### config.mk
export PLATFORM = sky130hd
export DESIGN_NAME = dsp48a1_mac_ctrl
export DESIGN_NICKNAME = d
export VERILOG_FILES = /design/src/rtl/dsp48a1_mac_ctrl.sv
export SDC_FILE = /design/constraint.sdc
export NUM_CORES = 1
export LEC_CHECK = 0
export ABC_CLOCK_PERIOD_IN_PS = 1600
export BUFFER_PORTS_ARGS = -buffer_cell sky130_fd_sc_hd__clkbuf_2
export CORE_UTILIZATION = 33
export DETAILED_ROUTE_END_ITERATION = 6
export HOLD_SLACK_MARGIN = 0.02
export PLACE_DENSITY_LB_ADDON = 0.05
export SYNTH_ARGS = -nofsm -noshare
export SYNTH_HDL_FRONTEND = slang
export SYNTH_SLANG_ARGS = --single-unit
export TNS_END_PERCENT = 20
### constraint.sdc
create_clock -name i_clk -period 1.6 [get_ports i_clk]
set_input_delay 0.16 -clock i_clk [delete_from_list [all_inputs] [get_ports i_clk]]
set_output_delay 0.16 -clock i_clk [all_outputs]
set_load 0.005 [all_outputs]
### src/rtl/dsp48a1_mac_ctrl.sv
// dsp48a1_mac_ctrl
// Streams unsigned 18x18 operand pairs into a DSP48A1-style slice and
// collects the accumulated dot product from the slice P output.
//
// Handshake: a transfer happens on a rising edge where valid and ready are
// both high. The sender holds its payload stable while valid is high and
// ready is low. Ready never depends on valid on the same port.
//
// Ports
//   i_clk, i_rst_n            clock (rising edge), async active-low reset
//   i_in_valid / o_in_ready   operand pair handshake
//   i_in_a, i_in_b            unsigned operands
//   i_in_last                 final term of the current dot product
//   o_dsp_a, o_dsp_b          slice operands (0 unless a transfer happens)
//   o_dsp_c                   slice C operand (rounding constant or 0)
//   o_dsp_opmode              slice opmode, follows the tag at OPM_SKEW
//   i_dsp_p                   slice P output
//   o_out_valid / i_out_ready result handshake
//   o_out_data, o_out_count   result and number of accepted terms
//   o_dbg_state               current FSM state
//
// Parameters
//   P_LAT        cycles from operand on o_dsp_a/b to product on i_dsp_p
//   OPM_SKEW     cycles the opmode lags its operand (< P_LAT)
//   ROUND_SHIFT  result right-shift when rounding is enabled (1..47)
//
// Optional feature: define MACCTRL_ROUND_EN to add half an LSB via C on the
// first term and shift the captured result right by ROUND_SHIFT.
module dsp48a1_mac_ctrl #(
    parameter int P_LAT       = 3,
    parameter int OPM_SKEW    = 1,
    parameter int ROUND_SHIFT = 16
) (
    input  logic        i_clk,
    input  logic        i_rst_n,
    input  logic        i_in_valid,
    output logic        o_in_ready,
    input  logic [17:0] i_in_a,
    input  logic [17:0] i_in_b,
    input  logic        i_in_last,
    output logic [17:0] o_dsp_a,
    output logic [17:0] o_dsp_b,
    output logic [47:0] o_dsp_c,
    output logic [7:0]  o_dsp_opmode,
    input  logic [47:0] i_dsp_p,
    output logic        o_out_valid,
    input  logic        i_out_ready,
    output logic [47:0] o_out_data,
    output logic [15:0] o_out_count,
    output logic [1:0]  o_dbg_state
);

    typedef enum logic [1:0] {
        S_IDLE  = 2'd0,
        S_ACCUM = 2'd1,
        S_DRAIN = 2'd2,
        S_HOLD  = 2'd3
    } state_t;

    typedef struct packed {
        logic valid;
        logic first;
        logic last;
    } tag_t;

`ifdef MACCTRL_ROUND_EN
    localparam logic [7:0]  OPM_FIRST = 8'h0D;   // X=M, Z=C
    localparam logic [47:0] C_VALUE   = 48'd1 << (ROUND_SHIFT - 1);
`else
    localparam logic [7:0]  OPM_FIRST = 8'h01;   // X=M, Z=0
    localparam logic [47:0] C_VALUE   = 48'd0;
`endif
    localparam logic [7:0] OPM_ACC  = 8'h09;     // X=M, Z=P
    localparam logic [7:0] OPM_HOLD = 8'h08;     // X=0, Z=P

    state_t      r_state;
    logic        r_in_ready;
    tag_t        r_tag [1:P_LAT];
    logic        r_out_valid;
    logic [47:0] r_out_data;
    logic [15:0] r_count;
    logic [47:0] r_dsp_c;

    logic        w_in_xfer;
    logic        w_out_xfer;
    tag_t        w_tag_in;
    tag_t        w_tag_opm;
    logic        w_done;
    logic [47:0] w_p_capt;
    logic [7:0]  w_opmode;

    assign w_in_xfer  = i_in_valid & r_in_ready;
    assign w_out_xfer = r_out_valid & i_out_ready;

    // Tag entering the pipeline this cycle; all-zero when nothing transfers.
    assign w_tag_in.valid = w_in_xfer;
    assign w_tag_in.first = w_in_xfer & (r_state == S_IDLE);
    assign w_tag_in.last  = w_in_xfer & i_in_last;

    // The last term's product is on i_dsp_p when its tag reaches P_LAT.
    assign w_done = (r_state == S_DRAIN) & r_tag[P_LAT].valid & r_tag[P_LAT].last;

    generate
        if (OPM_SKEW == 0) begin : g_opm_now
            assign w_tag_opm = w_tag_in;
        end else begin : g_opm_tag
            assign w_tag_opm = r_tag[OPM_SKEW];
        end
    endgenerate

    always_comb begin
        w_opmode = OPM_HOLD;
        if (w_tag_opm.valid) begin
            w_opmode = w_tag_opm.first ? OPM_FIRST : OPM_ACC;
        end
    end

`ifdef MACCTRL_ROUND_EN
    assign w_p_capt = i_dsp_p >> ROUND_SHIFT;
`else
    assign w_p_capt = i_dsp_p;
`endif

    always_ff @(posedge i_clk or negedge i_rst_n) begin
        if (!i_rst_n) begin
            r_state     <= S_IDLE;
            r_in_ready  <= 1'b0;
            r_out_valid <= 1'b0;
            r_out_data  <= '0;
            r_count     <= '0;
            r_dsp_c     <= '0;
            for (int k = 1; k <= P_LAT; k++) begin
                r_tag[k] <= '0;
            end
        end else begin
            r_dsp_c  <= C_VALUE;
            r_tag[1] <= w_tag_in;
            for (int k = 2; k <= P_LAT; k++) begin
                r_tag[k] <= r_tag[k-1];
            end

            if (w_in_xfer && (r_count != 16'hFFFF)) begin
                r_count <= r_count + 16'd1;
            end

            case (r_state)
                S_IDLE, S_ACCUM: begin
                    if (w_in_xfer && i_in_last) begin
                        r_state    <= S_DRAIN;
                        r_in_ready <= 1'b0;
                    end else begin
                        if (w_in_xfer) begin
                            r_state <= S_ACCUM;
                        end
                        r_in_ready <= 1'b1;
                    end
                end
                S_DRAIN: begin
                    r_in_ready <= 1'b0;
                    if (w_done) begin
                        r_state     <= S_HOLD;
                        r_out_valid <= 1'b1;
                        r_out_data  <= w_p_capt;
                    end
                end
                S_HOLD: begin
                    if (w_out_xfer) begin
                        r_state     <= S_IDLE;
                        r_out_valid <= 1'b0;
                        r_in_ready  <= 1'b1;
                        r_count     <= '0;
                    end else begin
                        r_in_ready <= 1'b0;
                    end
                end
                default: begin
                    r_state    <= S_IDLE;
                    r_in_ready <= 1'b0;
                end
            endcase
        end
    end

    assign o_in_ready   = r_in_ready;
    assign o_dsp_a      = w_in_xfer ? i_in_a : 18'd0;
    assign o_dsp_b      = w_in_xfer ? i_in_b : 18'd0;
    assign o_dsp_c      = r_dsp_c;
    assign o_dsp_opmode = w_opmode;
    assign o_out_valid  = r_out_valid;
    assign o_out_data   = r_out_data;
    assign o_out_count  = r_count;
    assign o_dbg_state  = r_state;

endmodule

==> flow_summary_export.csv <==
group,metric,value,unit
logic_synthesis,synth_edf_count,0,
clock_tree,numCtsBuffers,9,
grt,grt-ovfl-total,0,
sta,rsz0062_at_grt,"yes",
logic_synthesis,synthDistinctLibCells,42,
placed_design,dp_cells,679,
finish,multi_input_area,1650,µm²
grt,grt_max_degree,50,
clock_tree,clockBufferDepth,2,
worst_setup_path,critical_path.top_delay_family,"compound AO/OA/AOI/OAI gates",
placed_design,dpl_cell_area,4940,µm²
detailed_routing,drtPass1Iterations,4,
floorplan,io_pins,249,
floorplan,die_area,11900,µm²
worst_setup_path,crit_end,"o_out_count[8]",
worst_setup_path,critPathKind,"reg2reg",
floorplan,fp.dieW,109,µm
grt,grt_pass1_wl,14100,µm
worst_setup_path,r2r_slack,40,ps
placed_design,port_buffers,194,
worst_setup_path,max_stage_delay,420,ps
floorplan,coreArea,11000,µm²
grt,grt_pass1_vias,2962,
placed_design,gp_routability_congestion,0.778,
logic_synthesis,ys_async_sr_fraction,100,%
sta,hold_viol,0,
detailed_routing,drc,0,
status,status,"finished, final reports clean",
floorplan,dieHeight,109,µm
flow_run,drv_cap,0,
detailed_routing,viasPerCell,4.52,
worst_setup_path,r2r-end,"o_out_count[8]",
sta,setup_viol,0,
worst_setup_path,cp_data_arrival_time,1750,ps
worst_setup_path,critPathBufInv,1,
clock_tree,clock_latency,330,ps
finish,postLayoutCoreUtil,48.0,%
floorplan,start_util,34.4,%
detailed_routing,avgRoutedWirePerCell,13.6,µm
clock_tree,htree_num_levels,3,
worst_setup_path,cp-startpoint,"o_out_count[14]",
power,p_total,7.53,mW
logic_synthesis,synthTopCellsByArea,"dfrtp_1 (50%), mux2_2 (14%), buf_4 (11%)",
clock_tree,clockRootBuffer,"clkbuf_16",
power,vdd_drop_max,0.804,mV
finish,mostFrequentLayoutCells,"clkbuf_2 (193), dfrtp_1 (74), conb_1 (54)",
grt,antenna_found_initial,0,
min_path,hold_class,"in2reg",
sta,drv_slew,0,
finish,nNetsFinal,641,
finish,fillers,1071,
sta,hold_ws,54.3,ps
worst_setup_path,startpoint_type,"register",
finish,drive_gt1_share,55.6,%
finish,layout_commonest_cell,"clkbuf_2",
logic_synthesis,yosysWarnings,0,
sta,clock-skew-final,7.50,ps
detailed_routing,drt_iter0_markers,115,
logic_synthesis,syn_inst,329,
grt,track_usage,15.8,%
finish,seq_area,1880,µm²
sta,period_share,97.4,%
floorplan,rows,38,
logic_synthesis,synth_flop_cell,"dfrtp_1",
logic_synthesis,synth_seq_cells,75,
logic_synthesis,synth_area_per_cell,11.5,µm²
sta,setup_ws,42.1,ps
detailed_routing,detail-route-antenna-nets,0,
worst_setup_path,crit_cells,5,
worst_setup_path,crit_chain,"and4_4 -> a2111oi_4 -> buf_4 -> xnor2_2 -> nor2_1",
sta,fmax,0.642,GHz
worst_setup_path,r2r_start,"o_out_count[14]",
worst_setup_path,crit_required,1790,ps
clock_tree,clock-sinks,75,
power,p_leak,2.95,nW
logic_synthesis,ys_seq_area_share,49.5,%
sta,setup_tns,0,ps
finish,antenna-diode-count,0,
logic_synthesis,netlist_area,3790,µm²
sta,worst_pin_slew,549,ps
sta,max_slew_margin,63.4,%
sta,fin_crit,1560,ps
worst_setup_path,cpMaxStageDelayCell,"a2111oi_4",
clock_tree,clk_pin_slew_worst_paths,60,ps
finish,syn_to_final_growth,39.8,%
worst_setup_path,end_kind,"register",
detailed_routing,finalWirelength,9440,µm
worst_setup_path,rr_worst_depth,5,
clock_tree,cts_setup_buffers,0,
detailed_routing,num_vias,3149,
finish,fin_cells,696,
finish,fin_area,5300,µm²
placed_design,pre_cts_slack,49.4,ps
placed_design,dp_hpwl,7350,µm
logic_synthesis,synth.top_cell.area_share,49.5,%
power,cellPowerDensity,1420,nW/µm²
clock_tree,cts_tree,"built",
worst_setup_path,critPathMaxFanout,4,
logic_synthesis,yosysTopAreaCell,"dfrtp_1",
routing by layer:
layer | part of all wire [%] | GRT usage (%) | vias to the layer above
li1 | - | - | 1501
met1 | 39 | 17.4 | 1472
met5 | 0 | 0 | -
met2 | 51 | 27.8 | 161
met3 | 7.9 | 3.59 | 15
met4 | 2.2 | 8.69 | 0
state kept, by name, indices dropped and copies added, names as in the netlist:
register,flops
o_dbg_state,2
o_in_ready,1
o_out_count,16
o_out_data,48
o_out_valid,1
r_tag,7
report_power, final:
part	switching (mW)	leakage [nW]	internal, mW
Clock	0.774	0.150	1.26
Sequential	0.412	0.921	2.65
Combinational	1.05	1.88	1.38
Total	2.24	2.95	5.29
layout make-up:
type / instances / share of cell area [%]
inverters: 4 / 0.283
multi-input cells: 231 / 31.2
well taps: 140 / 3.31
flip-flops and latches: 75 / 35.4
repair buffers: 230 / 24.1
clock inverters: 5 / 1.16
clock buffers: 11 / 4.58
cells in the mapped netlist, types with 3 or more instances:
| cell | count |
|---|---|
| nor3_1 | 4 |
| nor2_1 | 9 |
| and3_1 | 39 |
| nand2_1 | 18 |
| a21oi_1 | 6 |
| o21ai_0 | 4 |
| buf_2 | 6 |
| nand4_1 | 4 |
| inv_1 | 4 |
| nand3_1 | 4 |
| dfrtp_1 | 75 |
| a31oi_1 | 3 |
| nand4_2 | 3 |
| a41o_1 | 3 |
| buf_4 | 56 |
| clkbuf_1 | 10 |
| mux2_2 | 48 |
worst min-delay path by stage:
| stage | start | to | slack [ps] | cells after the start |
|---|---|---|---|---|
| after floorplan | i_rst_n | o_dbg_state[0] | -140 | 0 |
| after global placement | i_rst_n | o_out_data[40] | 30 | 1 |
| after detailed placement | i_rst_n | o_out_data[40] | 30 | 1 |
| after CTS | i_dsp_p[41] | o_out_data[41] | 40 | 2 |
| after global routing | i_dsp_p[31] | o_out_data[31] | 50 | 2 |
| final | i_dsp_p[31] | o_out_data[31] | 50 | 2 |
what timing repair did:
action | in CTS | in global routing
hold buffers | 1 | 0
gates resized for setup | 0 | 8
setup endpoints to repair | 0 | 46
hold endpoints to repair | 51 | 0
logic make-up (layout without fill, tap and decap cells):
kind of cell	after synthesis	in the layout	share of synthesized area (%)
adders and majority gates	1	1	0.330
other	1	54	0.0989
muxes	50	50	14.8
AOI/OAI and AO/OA	28	28	5.94
xor gates and xnor gates	1	1	0.231
DFF	75	75	49.5
and+or+nand+nor	97	97	15.8
buffers and inverters	76	250	13.3
Power figures use the tool's default switching activity.
